$ cat src/rtl/wb_queue.sv
// Writeback buffer: in-order circular queue, one push per cycle, up to two drains per cycle.
// Optional forwarding lookup is built only when WBQ_FWD_EN is defined.
module wb_queue #(
  parameter int unsigned DEPTH  = 4,
  parameter int unsigned DATA_W = 15,
  parameter int unsigned REG_W  = 4
) (
  input  logic                       clk,
  input  logic                       rst,
  input  logic                       push_valid,
  input  logic [REG_W-1:0]           push_sel,
  input  logic [DATA_W-1:0]          push_data,
  input  logic                       hold,
  output logic                       full,
  output logic                       empty,
  output logic [$clog2(DEPTH):0]     count,
  output logic                       wr1_en,
  output logic [REG_W-1:0]           wr1_sel,
  output logic [DATA_W-1:0]          wr1_data,
  output logic                       wr2_en,
  output logic [REG_W-1:0]           wr2_sel,
  output logic [DATA_W-1:0]          wr2_data,
  input  logic [REG_W-1:0]           fwd_sel,
  output logic                       fwd_hit,
  output logic [DATA_W-1:0]          fwd_data
);

  localparam int unsigned PW = $clog2(DEPTH);
  localparam int unsigned CW = PW + 1;

  logic [REG_W-1:0]  sel_q  [DEPTH];
  logic [REG_W-1:0]  sel_d  [DEPTH];
  logic [DATA_W-1:0] data_q [DEPTH];
  logic [DATA_W-1:0] data_d [DEPTH];
  logic [PW-1:0]     head_q, head_d, tail_q, tail_d, head_nx;
  logic [CW-1:0]     count_q, count_d, drained;
  logic              push_acc;

  assign count = count_q;
  assign full  = (count_q == CW'(DEPTH));
  assign empty = (count_q == '0);

  always_comb begin
    head_nx  = head_q + PW'(1);
    wr1_en   = !hold && (count_q != '0);
    // A same-register pair must not hit both ports at once; the younger waits a cycle.
    wr2_en   = !hold && (count_q >= CW'(2)) && (sel_q[head_nx] != sel_q[head_q]);
    wr1_sel  = wr1_en ? sel_q[head_q]   : '0;
    wr1_data = wr1_en ? data_q[head_q]  : '0;
    wr2_sel  = wr2_en ? sel_q[head_nx]  : '0;
    wr2_data = wr2_en ? data_q[head_nx] : '0;

    push_acc = push_valid && !full;
    drained  = CW'(wr1_en) + CW'(wr2_en);
    count_d  = count_q + CW'(push_acc) - drained;
    head_d   = head_q + PW'(drained);
    tail_d   = push_acc ? tail_q + PW'(1) : tail_q;

    sel_d  = sel_q;
    data_d = data_q;
    if (push_acc) begin
      sel_d[tail_q]  = push_sel;
      data_d[tail_q] = push_data;
    end
  end

  always_ff @(posedge clk or posedge rst) begin
    if (rst) begin
      head_q  <= '0;
      tail_q  <= '0;
      count_q <= '0;
    end else begin
      head_q  <= head_d;
      tail_q  <= tail_d;
      count_q <= count_d;
    end
  end

  // Payload storage needs no reset; validity is tracked by count_q.
  always_ff @(posedge clk) begin
    sel_q  <= sel_d;
    data_q <= data_d;
  end

`ifdef WBQ_FWD_EN
  always_comb begin
    fwd_hit  = 1'b0;
    fwd_data = '0;
    // Scan oldest to youngest so the youngest match wins.
    for (int i = 0; i < int'(DEPTH); i++) begin
      if ((CW'(i) < count_q) && (sel_q[head_q + PW'(i)] == fwd_sel)) begin
        fwd_hit  = 1'b1;
        fwd_data = data_q[head_q + PW'(i)];
      end
    end
  end
`else
  logic unused_fwd_sel;
  assign unused_fwd_sel = ^fwd_sel;
  assign fwd_hit  = 1'b0;
  assign fwd_data = '0;
`endif

endmodule

$ cat config.mk
export PLATFORM = sky130hd
export DESIGN_NAME = wb_queue
export DESIGN_NICKNAME = d
export VERILOG_FILES = /design/src/rtl/wb_queue.sv
export SDC_FILE = /design/constraint.sdc
export NUM_CORES = 1
export LEC_CHECK = 0
export BUFFER_PORTS_ARGS = -buffer_cell sky130_fd_sc_hd__buf_2
export CORE_ASPECT_RATIO = 0.7
export CORE_MARGIN = 3
export CORE_UTILIZATION = 45
export DETAILED_ROUTE_END_ITERATION = 8
export GPL_TIMING_DRIVEN = 0
export PLACE_DENSITY = 0.68
export SETUP_SLACK_MARGIN = 0.3
export SLEW_MARGIN = 20
export SYNTH_ARGS = -nofsm -noshare
export SYNTH_HDL_FRONTEND = slang
export SYNTH_SLANG_ARGS = --single-unit
$ cat constraint.sdc
create_clock -name clk -period 3.9 [get_ports clk]
set_input_delay 0.585 -clock clk [delete_from_list [all_inputs] [get_ports clk]]
set_output_delay 0.585 -clock clk [all_outputs]
set_load 0.02 [all_outputs]
==> impl_metrics.env <==
export IMPL_antenna_found_initial=0
export IMPL_row_count=29
export IMPL_cts_setup_buffers=0
export IMPL_status="finished, final reports clean"
export IMPL_synth_area_leaders="edfxtp_1, mux4_2, a21boi_2"
export IMPL_cts_sinks=83
export IMPL_fin_skew_ns=0.00468
export IMPL_slowest_delay_ns=0.39
export IMPL_power_leakage_nw=2.07
export IMPL_drtAntennaViolNets=0
export IMPL_crit_type="reg2reg"
export IMPL_hpwl_um=6090
export IMPL_max_clock_path_buffers=2
export IMPL_ys_async_sr_fraction_pct=8.43
export IMPL_clk_pin_slew_ns=0.06
export IMPL_die_h_um=88.9
export IMPL_totalWireLength_um=8940
export IMPL_syn_area_um2=4410
export IMPL_firstDrtPassIters=4
export IMPL_fin_nets=378
export IMPL_via_count=2427
export IMPL_p_per_area_nw_per_um2=832
export IMPL_cp_top_family="adder cells"
export IMPL_maxCapViolations=0
export IMPL_grt_pass1_wl_um=13500
export IMPL_critPathMaxFanout=10
export IMPL_synth_edf_count=76
export IMPL_crit_path_top_delay_cell="o41ai_2"
export IMPL_cts_buffers=9
export IMPL_tns_ns=0
export IMPL_total_power_mw=4.43
export IMPL_start_kind="register"
export IMPL_slew_headroom_pct=31.8
export IMPL_gp_congestion=0.740
export IMPL_synth_top_area_share_pct=51.7
export IMPL_ir_drop_v=0.000489
export IMPL_grt_pass1_vias=2431
export IMPL_synth_area_per_cell_um2=17.8
export IMPL_hp_class="in2async"
export IMPL_ys_warn_count=0
export IMPL_fin_crit_sh_pct=85.4
export IMPL_tightestPinTransition_ns=1.02
export IMPL_synthCells=248
export IMPL_cp_arrival_ns=3.55
export IMPL_wl_per_cell_um=19.1
export IMPL_synth_top_cell_by_area="edfxtp_1"
export IMPL_place_inst=454
export IMPL_die_area_um2=11100
export IMPL_stdcell_count=469
export IMPL_nFillCells=752
export IMPL_drive_above_1_share_pct=48.4
export IMPL_ios=88
export IMPL_drc=0
export IMPL_start_util_pct=47.5
export IMPL_root_buffer="clkbuf_16"
export IMPL_clk_insertion_delay_late_ns=0.34
export IMPL_ctsResizeCount=0
export IMPL_ctsHoldBuffers=0
export IMPL_die_width_um=124
export IMPL_fmax_mhz=300
export IMPL_syn_to_final_growth_pct=20.7
export IMPL_cp_required_ns=4.12
export IMPL_critPathBufInv=3
export IMPL_cts_tree="done"
export IMPL_synth_seq_cells=83
export IMPL_yosysUniqueCellTypes=32
export IMPL_core_area_um2=9290
export IMPL_hold_viol=0
export IMPL_synth_flop_cell="edfxtp_1"
export IMPL_cp_cell_sequence="buf_6 -> mux2i_1 -> xnor2_1 -> o41ai_2 -> buf_4 -> nand2_2 -> ha_1 -> ha_1 -> inv_1 -> ha_1 -> fa_1 -> xor2_1 -> xnor2_1"
export IMPL_diodes=0
export IMPL_viasPerCell=5.17
export IMPL_grt_max_degree=20
export IMPL_min_period_ns=3.33
export IMPL_htreeDepth=3
export IMPL_endpoint_kind="register"
export IMPL_grtUsageTotal_pct=17.0
export IMPL_seq_area_frac_synth_pct=55.7
export IMPL_rsz0062_at_grt="false"
export IMPL_final_max_slew_viol_count=0
export IMPL_drtIter0Drc=107
export IMPL_crit_top_cell="ha_1"
export IMPL_setup_violations=0
export IMPL_portBuffers=67
export IMPL_grt_overflow_total=0
==> cell families after synthesis <==
family,Yosys count,synth area share [%]
buf+inv,41,6.15
flops,83,55.7
compound gates,22,5.70
mux,46,22.3
xor+xnor,13,2.58
simple gates,32,4.54
other cells,1,0.0850
fa+ha+maj,10,3.00
==> metal layers <==
| layer | vias to the layer above | wire [µm] | GRT usage, % | share of wire [%] |
|---|---|---|---|---|
| li1 | 1124 | - | - | - |
| met1 | 1194 | 3960 | 21.6 | 44 |
| met3 | 6 | 706 | 6.51 | 7.9 |
| met2 | 103 | 4210 | 27.6 | 47 |
| met5 | - | 0 | 0 | 0 |
| met4 | 0 | 68 | 5.37 | 0.76 |
==> Yosys cell counts (all sizes together), types with 2 or more instances <==
library cell,number
mux2i,8
o41ai,2
nor2b,20
and2,4
clkbuf,5
edfxtp,76
inv,8
dfrtp,7
mux4,38
ha,9
buf,27
xnor2,12
nor3b,2
nor3,2
nand2,2
a21boi,19
==> state kept, by name, summed over array words and instances (netlist names) <==
signal  flops
sel_q      16
head_q      2
tail_q      2
count       3
data_q     60
==> worst reg2reg max path: stages (launching register included) <==
cell and delay [ns]:
dfrtp_1 0.38, buf_6 0.20, mux2i_1 0.25, xnor2_1 0.12, o41ai_2 0.39, buf_4 0.30, nand2_2 0.09, ha_1 0.32
ha_1 0.28, inv_1 0.04, ha_1 0.18, fa_1 0.38, xor2_1 0.16, xnor2_1 0.12
==> through the flow <==
| step | setup WS (ns) | utilization (%) | cell area (µm²) | hold WS (ns) |
|---|---|---|---|---|
| after floorplan | 0.625 | - | 4470 | 0.388 |
| after global placement | 0.672 | 53.4 | 4960 | 0.524 |
| after detailed placement | 0.617 | 53.4 | 4960 | 0.530 |
| after CTS | 0.566 | 57.3 | 5320 | 0.170 |
| after global routing | 0.442 | 57.4 | 5330 | 0.194 |
| final | 0.569 | 57.4 | 5330 | 0.171 |
==> cells in the final DEF, fill, tap and decap left out, drive strengths merged <==
master and n:
dfrtp 7, buf 94, inv 9, o21ai 1, conb 16, nor2 1
mux2i 8, dlygate4sd1 1, nor3b 2, bufinv 4, a21boi 19, or2 1
and2 4, fa 1, clkbuf 14, ha 9, mux4 38, edfxtp 76
nor3 2, xnor2 12, clkinv 1, xor2 1, o41ai 2, nor2b 20
nand2 2
==> power breakdown <==
| part | switching [mW] | internal (mW) | total, mW |
|---|---|---|---|
| Clock | 0.324 | 0.689 | 1.01 |
| Sequential | 0.103 | 1.20 | 1.30 |
| Combinational | 1.13 | 0.989 | 2.12 |
| Total | 1.56 | 2.88 | 4.43 |
==> final cells by class <==
type                    instances  area, µm²  share of cell area (%)
plain buffers                  33        241                    4.53
clock buffers                   9        225                    4.23
well taps                     124        155                    2.91
clock inverters                 6        138                    2.58
inverters                       8       30.0                   0.564
repair buffers                 67        335                    6.29
multi-input cells             139       1750                    32.8
flip-flops and latches         83       2460                    46.1
==> final timing paths <==
path | from | endpoint | slack (ns) | cells after the start
worst max-delay path | head_q[0] | count[2] | 0.57 | 13
worst min-delay path | rst | head_q[0] | 0.17 | 2
worst max register to register | head_q[0] | count[2] | 0.57 | 13
worst min register to register | count[2] | count[2] | 0.55 | 1
max in group asynchronous | rst | count[1] | 3.51 | 2
min in group clk | push_data[3] | data_q[33] | 0.46 | 1
Power figures use the tool's default switching activity.
